`src/rtl/mux_row_accumulator.sv`:
```
// mux_row_accumulator
// Sums ACC_STEPS beats of four signed lane values into four row results.
// Results are saturated to WIDTH bits with a per-lane clip flag and are
// offered through a valid/ready handshake. A synchronous clear drops any
// partial or held result so the block can realign to the select sequence.
//
// Note: rst_n is active-HIGH and asynchronous despite its name.
//
// state | meaning
// ------+------------------------------------------------------------
// ACCUM | accepting beats, summing lanes, in_ready high once out of reset
// HOLD  | result presented on out0..out3/ovf, waiting for out_ready

module mux_row_accumulator #(
    parameter int WIDTH     = 16,
    parameter int FRAC      = 8,
    parameter int ACC_STEPS = 4,
    parameter int CNT_W     = $clog2(ACC_STEPS + 1)
) (
    input  logic             clk,
    input  logic             rst_n,
    input  logic             clear,
    input  logic             in_valid,
    output logic             in_ready,
    input  logic [WIDTH-1:0] in0,
    input  logic [WIDTH-1:0] in1,
    input  logic [WIDTH-1:0] in2,
    input  logic [WIDTH-1:0] in3,
    output logic             out_valid,
    input  logic             out_ready,
    output logic [WIDTH-1:0] out0,
    output logic [WIDTH-1:0] out1,
    output logic [WIDTH-1:0] out2,
    output logic [WIDTH-1:0] out3,
    output logic [3:0]       ovf,
    output logic [CNT_W-1:0] beat_cnt
);

    // Accumulator width: CNT_W extra bits cover ACC_STEPS worst-case beats.
    localparam int AW = WIDTH + CNT_W;

    // Saturation bounds expressed at accumulator width.
    localparam logic signed [AW-1:0] SAT_MAX = {{(CNT_W + 1){1'b0}}, {(WIDTH - 1){1'b1}}};
    localparam logic signed [AW-1:0] SAT_MIN = {{(CNT_W + 1){1'b1}}, {(WIDTH - 1){1'b0}}};

    localparam logic [CNT_W-1:0] LAST_CNT = CNT_W'(ACC_STEPS - 1);

    // Reject nonsensical parameterisations at elaboration.
    if (ACC_STEPS < 1 || FRAC >= WIDTH) begin : g_param_check
        $error("mux_row_accumulator: need ACC_STEPS >= 1 and FRAC < WIDTH");
    end

    typedef enum logic {
        ACCUM = 1'b0,
        HOLD  = 1'b1
    } state_t;

    state_t                  state_q, state_d;
    logic signed [AW-1:0]    acc_q [4];
    logic signed [AW-1:0]    acc_d [4];
    logic        [WIDTH-1:0] res_q [4];
    logic        [WIDTH-1:0] res_d [4];
    logic        [3:0]       ovf_q, ovf_d;
    logic        [CNT_W-1:0] cnt_q, cnt_d;
    logic                    started_q, started_d;

    logic        [WIDTH-1:0] lane_in  [4];
    logic signed [AW-1:0]    lane_sum [4];
    logic        [WIDTH-1:0] lane_sat [4];
    logic        [3:0]       lane_clip;
    logic                    accept;

    assign lane_in[0] = in0;
    assign lane_in[1] = in1;
    assign lane_in[2] = in2;
    assign lane_in[3] = in3;

    // Handshake outputs decoded from state; in_ready waits one edge after reset.
    assign in_ready  = started_q & (state_q == ACCUM);
    assign out_valid = (state_q == HOLD);
    assign accept    = in_valid & in_ready;

    assign out0     = res_q[0];
    assign out1     = res_q[1];
    assign out2     = res_q[2];
    assign out3     = res_q[3];
    assign ovf      = ovf_q;
    assign beat_cnt = cnt_q;

    // Per-lane running sum with the current beat, and its saturated form.
    always_comb begin
        for (int k = 0; k < 4; k++) begin
            lane_sum[k]  = acc_q[k] + {{CNT_W{lane_in[k][WIDTH-1]}}, lane_in[k]};
            lane_clip[k] = 1'b0;
            lane_sat[k]  = lane_sum[k][WIDTH-1:0];
            if (lane_sum[k] > SAT_MAX) begin
                lane_sat[k]  = SAT_MAX[WIDTH-1:0];
                lane_clip[k] = 1'b1;
            end else if (lane_sum[k] < SAT_MIN) begin
                lane_sat[k]  = SAT_MIN[WIDTH-1:0];
                lane_clip[k] = 1'b1;
            end
        end
    end

    // Next-state: clear beats everything, then HOLD handshake or ACCUM beat.
    always_comb begin
        state_d   = state_q;
        acc_d     = acc_q;
        res_d     = res_q;
        ovf_d     = ovf_q;
        cnt_d     = cnt_q;
        started_d = 1'b1;

        if (clear) begin
            state_d = ACCUM;
            cnt_d   = '0;
            ovf_d   = '0;
            for (int k = 0; k < 4; k++) acc_d[k] = '0;
        end else begin
            case (state_q)
                ACCUM: begin
                    if (accept) begin
                        acc_d = lane_sum;
                        cnt_d = cnt_q + CNT_W'(1);
                        if (cnt_q == LAST_CNT) begin
                            state_d = HOLD;
                            res_d   = lane_sat;
                            ovf_d   = lane_clip;
                        end
                    end
                end
                HOLD: begin
                    if (out_ready) begin
                        state_d = ACCUM;
                        cnt_d   = '0;
                        ovf_d   = '0;
                        for (int k = 0; k < 4; k++) acc_d[k] = '0;
                    end
                end
                default: state_d = ACCUM;
            endcase
        end
    end

    // State, accumulators and result registers with asynchronous reset.
    always_ff @(posedge clk or posedge rst_n) begin
        if (rst_n) begin
            state_q   <= ACCUM;
            ovf_q     <= '0;
            cnt_q     <= '0;
            started_q <= 1'b0;
            for (int k = 0; k < 4; k++) begin
                acc_q[k] <= '0;
                res_q[k] <= '0;
            end
        end else begin
            state_q   <= state_d;
            ovf_q     <= ovf_d;
            cnt_q     <= cnt_d;
            started_q <= started_d;
            for (int k = 0; k < 4; k++) begin
                acc_q[k] <= acc_d[k];
                res_q[k] <= res_d[k];
            end
        end
    end

endmodule

```
`config.mk`:
```
export PLATFORM = sky130hd
export DESIGN_NAME = mux_row_accumulator
export DESIGN_NICKNAME = d
export VERILOG_FILES = /design/src/rtl/mux_row_accumulator.sv
export SDC_FILE = /design/constraint.sdc
export NUM_CORES = 1
export LEC_CHECK = 0
export ABC_AREA = 0
export BUFFER_PORTS_ARGS = -buffer_cell sky130_fd_sc_hd__buf_2
export CORE_MARGIN = 3
export CORE_UTILIZATION = 58
export DETAILED_ROUTE_END_ITERATION = 8
export PLACE_DENSITY_LB_ADDON = 0.3
export SLEW_MARGIN = 10
export SYNTH_ARGS = -nofsm -noshare
export SYNTH_HDL_FRONTEND = slang
export SYNTH_SLANG_ARGS = --single-unit
```
`constraint.sdc`:
```
create_clock -name clk -period 5.6 [get_ports clk]
set_input_delay 0.56 -clock clk [delete_from_list [all_inputs] [get_ports clk]]
set_output_delay 0.56 -clock clk [all_outputs]
set_load 0.02 [all_outputs]
```
==> results_dict.tcl, run 1 <==
set metrics [dict create \
    crit_required_ns 5.85 \
    yosysSeqAreaShare_pct 40.3 \
    fmax_mhz 276 \
    netlist.area_leader.share_pct 40.3 \
    area_growth_pct 16.7 \
    critPathMaxFanout 16 \
    hold_viol_final 0 \
    synth_most_common_cell "dfrtp_1" \
    vdd_drop_max_mv 0.225 \
    die_w_um 132 \
    drt-total-wl_um 23200 \
    viasPerCell 6.13 \
    slew_headroom_pct 28.0 \
    yosys-top-cells-area "dfrtp_1 40%, ha_1 10%, a22o_1 6.4%, a21oi_1 3.9%, xnor2_1 3.9%" \
    power_w 0.00319 \
    num_rows 45 \
    cts_tree "done" \
    routed_wire_length_per_instance_um 18.0 \
    htreeDepth 4 \
    crit_path_start_kind "register" \
    fillers 1235 \
    drive_gt1_share_pct 20.1 \
    setup.worst_path.end_class "register" \
    tightest_slew_ns 1.08 \
    dr.pass1.iters 5 \
    path_buf_inv 0 \
    syn_area_mm2 0.00926 \
    ys_seq_elements 149 \
    gp_congestion 0.900 \
    power_density_mw_per_mm2 295 \
    syn_inst 936 \
    track_usage_pct 26.4 \
    port_buffers 141 \
    ys_top_cells_by_count "149 x dfrtp_1, 74 x ha_1, 72 x a21oi_1, 68 x a22o_1, 66 x nor2_1" \
    clk_pin_slew_ns 0.06 \
    clock_skew_ns 0.00881 \
    rsz0062_at_grt "false" \
    antenna_found_initial 0 \
    synth_edf_count 0 \
    core-area_mm2 0.0154 \
    p_leak_nw 5.42 \
    holdBufCountCts 0 \
    cts_sinks 149 \
    slew_violations 0 \
    fin_tns_setup_ns 0 \
    cts_made_buffers 17 \
    grt_pass1_wl_um 38100 \
    detail-route-antenna-nets 0 \
    multi_input_area_mm2 0.00528 \
    synth_flop_cell "dfrtp_1" \
    worst_path_most_repeated_cell "a21oi_1" \
    seq_area_mm2 0.00373 \
    cap_violations 0 \
    start_util_pct 60.0 \
    dp_hpwl_um 15500 \
    critPathTopFamily "compound AO/OA/AOI/OAI gates" \
    detail_route.iter0.violations 529 \
    path_cells "ha_1, fa_1, a21o_1, a21oi_1, nor2b_1, a21oi_1, a21bo_2, o311ai_1, o31ai_2, a311oi_1" \
    nets 1210 \
    post_cts_resize_count 0 \
    synth_cell_types 69 \
    grt_pass1_vias 7831 \
    period_needed_ns 3.63 \
    drc_errors 0 \
    hp-class "primary input to asynchronous set/reset pin" \
    arrival_ns 3.88 \
    grt_start_max_net_pins 108 \
    syn_avg_cell_area_um2 9.89 \
    async_reset_ff_share_pct 100 \
    gr-total-overflow 0 \
    cts_setup_buffers 0 \
    hold_ws_ns 0.366 \
    cpPeakStageDelay_ns 0.95 \
    cpMaxStageDelayCell "o31ai_2" \
    io_pins 142 \
    yosysTopAreaCell "dfrtp_1" \
    synth_nets 1083 \
    clockRootBuffer "clkbuf_16" \
    clock_latency_ns 0.42 \
    fin_crit_sh_pct 64.8 \
    die_h_um 132 \
    diodes 0 \
    yosys_warnings 0 \
    via_count 7888 \
    worstSetupPathType "register to register" \
    die_area_mm2 0.0175 \
    status "finished, final reports clean" \
    setup_violations 0 \
    clk_path_buf_depth 2 \
]
==> layout by cell type (no fill, tap or decap), drive strengths merged, types with 21 or more instances in the layout <==
| cell type | count |
|---|---|
| a21o | 26 |
| a21oi | 72 |
| a22o | 68 |
| buf | 147 |
| clkbuf | 25 |
| dfrtp | 149 |
| ha | 74 |
| inv | 29 |
| nand2 | 64 |
| nor2 | 66 |
| o21ai | 45 |
| o221a | 30 |
| xnor2 | 41 |
| xor2 | 21 |
==> cells by family after synthesis <==
family          count (synthesis)  share of synthesized area (%)
simple gates                  227                           11.6
xor+xnor                       62                           5.87
buf+inv                        68                           2.93
compound gates                348                           28.1
other cells                     1                         0.0405
fa+ha+maj                      78                           10.9
flops                         149                           40.3
mux                             3                          0.324
==> worst reg2reg max path, delay by kind of cell, from the launching register on <==
family                     cells  cell delay [ns]
AOI/OAI and AO/OA              7             2.30
DFF                            1             0.40
and+or+nand+nor                1             0.10
adders and majority gates      2             0.65
==> path summary, 6_finish.rpt <==
path	slack, ns	to	cells past startpoint	startpoint
max	1.97	out0[7]$_DFFE_PP0P_	10	acc_q[57]$_DFFE_PP0P_
min	0.37	out2[3]$_DFFE_PP0P_	2	rst_n
max reg2reg	1.97	out0[7]$_DFFE_PP0P_	10	acc_q[57]$_DFFE_PP0P_
min reg2reg	0.48	out1[15]$_DFFE_PP0P_	1	out1[15]$_DFFE_PP0P_
max in group asynchronous	4.09	acc_q[42]$_DFFE_PP0P_	3	rst_n
min in group clk	0.46	out_valid$_DFF_PP0_	2	clear
==> stage by stage <==
step                util, %  worst slack, ns  instances  cell area [µm²]
finish                 70.0             1.97       1287            10800
floorplan                 -             1.03        936             9260
global placement       65.7             1.89       1255            10100
global route           70.0             1.72       1287            10800
detailed placement     65.7             1.73       1255            10100
CTS                    70.0             2.02       1287            10800
==> registers in the layout, indices dropped and copies added, names as in the netlist <==
register	cells
acc_q	76
out0	16
out1	16
out2	16
out3	16
ovf	4
beat_cnt	3
out_valid	1
started_q	1
==> where the power goes <==
group | internal [W] | leakage, nW | switching [W]
Combinational | 0.000289 | 3.06 | 0.000421
Sequential | 0.00114 | 2.04 | 0.0000413
Clock | 0.000852 | 0.320 | 0.000447
==> cell type report <==
class / instances / area share, %
clock buffers: 25 / 4.68
clock inverters: 7 / 1.53
inverters: 29 / 1.05
multi-input cells: 719 / 48.8
flip-flops and latches: 149 / 34.5
well taps: 211 / 2.44
repair buffers: 147 / 6.95
==> layer usage <==
metal | part of all wire [%] | track usage [%] | vias to the layer above
met5 | 0 | 0 | -
met4 | 1.6 | 7.51 | 0
met3 | 6.0 | 6.30 | 36
met2 | 47 | 42.3 | 256
met1 | 46 | 36.2 | 3813
li1 | - | - | 3783
(Power assumes the default switching activity.)
==> inputs of run 2 (changes only) <==
- ABC_AREA: 0 -> 1
- CORE_UTILIZATION: 58 -> 53
- clock period: 5.6 -> 3.29 ns (I/O delays scaled with it)
==> results_dict.tcl, run 2 <==
set metrics [dict create \
    status "finished, final reports clean" \
    cts_tree "done" \
    drt-total-wl_um 26200 \
    synth_cell_types 43 \
    fillers 1736 \
    area_growth_pct 14.9 \
    ys_top_cells_by_count "395 x nand2_1, 149 x dfrtp_1, 129 x inv_1, 112 x nor2_1, 89 x a21oi_1" \
    arrival_ns 3.03 \
    cts_sinks 149 \
    hold_depth 3 \
    regMostFlops "acc_q" \
    die_h_um 146 \
    layout_commonest_cell "nand2_1" \
    io_pins 142 \
    diodes 0 \
    nets 1627 \
    cts_made_buffers 17 \
    multi_input_area_mm2 0.00597 \
    grt_pass1_wl_um 45100 \
    ys_seq_elements 149 \
    syn_inst 1343 \
    cts_setup_buffers 0 \
    die_w_um 146 \
    crit_required_ns 3.57 \
    slew_violations 0 \
    dp_cells 1720 \
    detail-route-antenna-nets 0 \
    gr-total-overflow 0 \
    dr.pass1.iters 5 \
    fin_crit_sh_pct 83.7 \
    drc_errors 0 \
    die_area_mm2 0.0214 \
    start_util_pct 54.8 \
    clock_skew_ns 0.0146 \
    period_needed_ns 2.75 \
    critPathMaxFanout 15 \
    track_usage_pct 25.1 \
    synth_edf_count 0 \
    synth_most_common_cell "nand2_1" \
    largest_reg_flops 76 \
    syn_avg_cell_area_um2 7.75 \
    cpMaxStageDelayCell "a21oi_4" \
    synth_flop_cell "dfrtp_1" \
    fmax_mhz 363 \
    tightest_slew_ns 0.887 \
    dp_hpwl_um 19100 \
    final_cell_mix "394 x nand2_1, 149 x dfrtp_1, 141 x buf_2, 128 x inv_1, 111 x nor2_1" \
    synth_nets 1490 \
    vdd_drop_max_mv 0.332 \
    path_cells "ha_1, inv_1, fa_1, inv_1, nand3_1, nand2_1, nand2_1, nand2_2, nand2_1, nand2_1, nand2_1, nand2_2, nand3_2, a21oi_4, a21oi_1" \
    htreeDepth 4 \
    port_buffers 141 \
    worstSetupPathType "register to register" \
    grt_pass1_vias 9414 \
    fin_tns_setup_ns 0 \
    setup_violations 0 \
    via_count 9245 \
    cap_violations 0 \
    yosysSeqAreaShare_pct 35.8 \
    hp-class "primary input to register" \
    slew_headroom_pct 40.6 \
    clk_path_buf_depth 2 \
    final_core_util_pct 62.9 \
    core-area_mm2 0.0190 \
    cpPeakStageDelay_ns 0.53 \
    reg2reg_depth 15 \
    seq_area_mm2 0.00373 \
    yosys_warnings 0 \
    clock_latency_ns 0.43 \
    rsz0062_at_grt "false" \
    yosysTopAreaCell "dfrtp_1" \
    netlist.area_leader.share_pct 35.8 \
    yosys-top-cells-area "dfrtp_1 36%, nand2_1 14%, ha_1 8.9%, inv_1 4.6%, a21oi_1 4.3%" \
    syn_area_mm2 0.0104 \
    drive_gt1_share_pct 20.2 \
    routed_wire_length_per_instance_um 15.0 \
    clk_pin_slew_ns 0.06 \
    viasPerCell 5.28 \
    num_rows 50 \
    grt_start_max_net_pins 98 \
    crit_path_start_kind "register" \
    clockRootBuffer "clkbuf_16" \
    hold_ws_ns 0.251 \
    async_reset_ff_share_pct 100 \
    setup.worst_path.end_class "register" \
    gp_congestion 0.917 \
    hold_viol_final 0 \
    antenna_found_initial 0 \
    power_density_mw_per_mm2 479 \
    worst_path_most_repeated_cell "nand2_1" \
    final_cells 1752 \
    detail_route.iter0.violations 596 \
    p_leak_nw 6.73 \
]
[run 2: where the power goes]
part / total (W) / leakage, nW / internal, W / switching (W)
logic: 0.00154 / 4.38 / 0.000522 / 0.00102
clock network: 0.00218 / 0.310 / 0.00137 / 0.000814
registers: 0.00201 / 2.04 / 0.00195 / 0.0000671
[run 2: cells by family (layout without fill, tap and decap cells)]
logic type      after synthesis  count (layout)  synth area share [%]
xor+xnor                     53              53                  4.46
flops                       149             149                  35.8
simple gates                653             653                  27.8
compound gates              240             240                  15.3
other cells                   1               1                0.0360
fa+ha+maj                    78              78                  9.66
buf+inv                     169             318                  6.97
[run 2: worst max-delay path: cells and delay by family (launching register included)]
family	cells	cell delay, ns
adder cells (fa/ha/maj)	2	0.61
AND/OR/NAND/NOR	9	0.81
buffers and inverters	2	0.16
flip-flops	1	0.35
AO/OA/AOI/OAI	2	0.67
[run 2: cell type report]
type,count,area share (%)
Inverter,138,4.36
Clock buffer,19,3.70
Multi-Input combinational cell,1025,49.9
Tap cell,260,2.72
Timing Repair Buffer,149,6.52
Clock inverter,12,1.68
Sequential cell,149,31.1
[run 2: final timing paths]
kind                                       startpoint                     to  slack (ns)
worst max-delay path            acc_q[19]$_DFFE_PP0P_   out2[11]$_DFFE_PP0P_        0.54
max in group asynchronous                       rst_n     ovf[0]$_DFFE_PP0P_        1.85
min in group asynchronous                       rst_n  acc_q[43]$_DFFE_PP0P_        0.52
worst min-delay path                        out_ready    out_valid$_DFF_PP0_        0.25
worst max register to register  acc_q[19]$_DFFE_PP0P_   out2[11]$_DFFE_PP0P_        0.54
worst min register to register     ovf[1]$_DFFE_PP0P_     ovf[1]$_DFFE_PP0P_        0.48
[run 2: layer usage]
layer / GRT usage (%) / up-vias / share of wire (%)
met5: 0 / - / 0
met4: 4.89 / 0 / 1.1
met3: 4.22 / 22 / 4.0
met2: 42.5 / 181 / 47
met1: 34.1 / 4377 / 48
li1: - / 4665 / -
[run 2: metrics by stage]
stage	power, W	setup WS (ns)	cell area [µm²]
detailed placement	0.00357	0.477	11300
CTS	0.00577	0.534	12000
global placement	0.00354	0.598	11300
finish	0.00573	0.536	12000
global route	0.00604	0.316	12000
floorplan	0.00322	1.06	10400
[run 2: repair_timing]
| item | CTS | global route |
|---|---|---|
| gates resized for setup | 0 | 0 |
| hold buffers | 1 | 0 |
| endpoints found under the hold margin | 23 | 0 |
==> inputs of run 3 (changes only) <==
- ABC_AREA: 1 -> 0
- CORE_UTILIZATION: 53 -> 52
- clock period: 3.29 -> 2.5 ns (I/O delays scaled with it)
==> results_dict.tcl, run 3 (same netlist as run 1, synthesis figures left out) <==
set metrics [dict create \
    status "finished with violations" \
    violations "setup timing" \
    cpPeakStageDelay_ns 0.49 \
    die_w_um 139 \
    setup_violations 84 \
    die_h_um 139 \
    cts_made_buffers 17 \
    top_usage_layer "met2" \
    worst_path_most_repeated_cell "a21o_1" \
    hp-class "primary input to register" \
    grtUsageMet1_pct 35.9 \
    drt-total-wl_um 30400 \
    viasPerCell 6.17 \
    critPathMaxFanout 8 \
    rsz0062_at_grt "true" \
    clock_latency_ns 0.44 \
    crit_path_start_kind "register" \
    grt_start_max_net_pins 69 \
    slew_headroom_pct 42.7 \
    fmax_mhz 328 \
    p_int_w 0.00522 \
    power_w 0.00778 \
    start_util_pct 53.3 \
    clock_skew_ns 0.0107 \
    dr.pass1.iters 5 \
    port_buffers 141 \
    final_cell_mix "176 x buf_4, 149 x dfrtp_1, 141 x buf_2, 68 x a22o_1, 60 x nor2_1" \
    clock_power_share_pct 31.9 \
    regMostFlops "acc_q" \
    vdd_drop_max_mv 0.508 \
    detail_route.iter0.violations 672 \
    grt_pass1_wl_um 46300 \
    cap_violations 0 \
    core-area_mm2 0.0174 \
    power_frac_seq_pct 34.1 \
    final_cells 1510 \
    antenna_found_initial 0 \
    clockRootBuffer "clkbuf_16" \
    period_needed_ns 3.05 \
    cts_sinks 149 \
    htreeDepth 4 \
    drive_gt1_share_pct 44.4 \
    post-route-cell-area_mm2 0.0137 \
    layout_commonest_cell "buf_4" \
    via_count 9320 \
    routed_wire_length_per_instance_um 20.1 \
    cpMaxStageDelayCell "or4_4" \
    dp_slack_ns -0.666 \
    grt_pass1_vias 9505 \
    clk_path_buf_depth 2 \
    io_pins 142 \
    slew_violations 0 \
    hold_ws_ns 0.107 \
    power_density_mw_per_mm2 566 \
    worstSetupPathType "register to register" \
    clk_pin_slew_ns 0.06 \
    p_leak_nw 6.75 \
    layout_setup_ws_ns -0.550 \
    detail-route-antenna-nets 0 \
    postPlaceCellArea_mm2 0.0117 \
    setup.worst_path.end_class "register" \
    gr-total-overflow 0 \
    fin_crit_sh_pct 122 \
    num_rows 48 \
    gp_congestion 0.877 \
    tightest_slew_ns 0.859 \
    nets 1419 \
    swShare_pct 32.8 \
    track_usage_pct 28.9 \
    hold_viol_final 0 \
    drc_errors 0 \
    dp_hpwl_um 18400 \
    diodes 0 \
    path_cells "ha_1, a21o_1, a21oi_2, o21a_2, nor3_2, or4_4, a21o_1, a211oi_4, o21ai_4, buf_6, o221a_1" \
    dp_cells 1415 \
    arrival_ns 3.36 \
    switchingPower_w 0.00255 \
    comb_power_share_pct 34.0 \
    largest_reg_flops 76 \
    met2_usage_pct 51.0 \
    cts_tree "done" \
    area_growth_pct 48.5 \
    crit_required_ns 2.81 \
    die_area_mm2 0.0194 \
    grtUsageMet3_pct 5.36 \
    fillers 1025 \
]
## run 3: cell count changes in the layout (fill, tap and decap cells not counted), sizes merged, moves of 18 or more
cell,previous run,this run
nand3,70,20
inv,139,29
a211oi,0,18
nand2,437,64
a22o,45,68
buf,148,352
a21o,1,27
a21oi,132,72
nor2,114,66
o221a,0,30
## run 3: timing repair
action                                  in CTS  in global routing
endpoints found under the setup margin      80                 91
buffers inserted                            44                 28
endpoints found under the hold margin       26                  0
pin swaps                                   52                 71
resized for setup                           99                 92
hold buffers                                 1                  0
cloned                                       3                  1
## run 3: cell type report
class                      instances  area [µm²]  area share [%]
multi-input combinational        720        6500            47.3
sequential                       149        3730            27.1
timing repair buffer             355        2560            18.6
clock buffer                      20         457            3.32
tap                              225         282            2.05
inverter                          29         113           0.819
clock inverter                    12         105           0.765
## run 3: per-layer routing
layer  vias up  share of wire [%]
li1       4204                  -
met1      4638                 39
met2       390                 51
met3        88                6.4
met4         0                2.9
met5         -                  0
## run 3: stage by stage
step | util [%] | setup TNS (ns)
after global placement | 67.2 | -19.61
after CTS | 75.7 | -19.05
after floorplan | - | -7.97
after detailed placement | 67.2 | -26.93
after global routing | 79.2 | -36.47
final | 79.2 | -28.72
## run 3: worst max-delay path: cells and delay by family (launching register included)
family	cells	cell delay, ns
simple gates	2	0.56
compound gates	7	1.51
flops	1	0.40
buf+inv	1	0.18
fa+ha+maj	1	0.27
## run 3: path summary, 6_finish.rpt
| path | end | cells after the start | start | slack [ns] |
|---|---|---|---|---|
| max | out1[4]$_DFFE_PP0P_ | 11 | acc_q[39]$_DFFE_PP0P_ | -0.55 |
| min | out_valid$_DFF_PP0_ | 2 | clear | 0.11 |
| max reg2reg | out1[4]$_DFFE_PP0P_ | 11 | acc_q[39]$_DFFE_PP0P_ | -0.55 |
| min reg2reg | out0[15]$_DFFE_PP0P_ | 2 | out0[15]$_DFFE_PP0P_ | 0.47 |
| max in group asynchronous | acc_q[37]$_DFFE_PP0P_ | 4 | rst_n | 1.26 |
| min in group asynchronous | out0[9]$_DFFE_PP0P_ | 3 | rst_n | 0.49 |
## run 3: power by group through the flow
stage | logic [W] | clock network, W | registers (W)
floorplan | 0.00122 | 0 | 0.00272
global placement | 0.00198 | 0 | 0.00268
detailed placement | 0.00203 | 0 | 0.00268
CTS | 0.00229 | 0.00249 | 0.00264
global route | 0.00282 | 0.00262 | 0.00266
finish | 0.00264 | 0.00248 | 0.00265
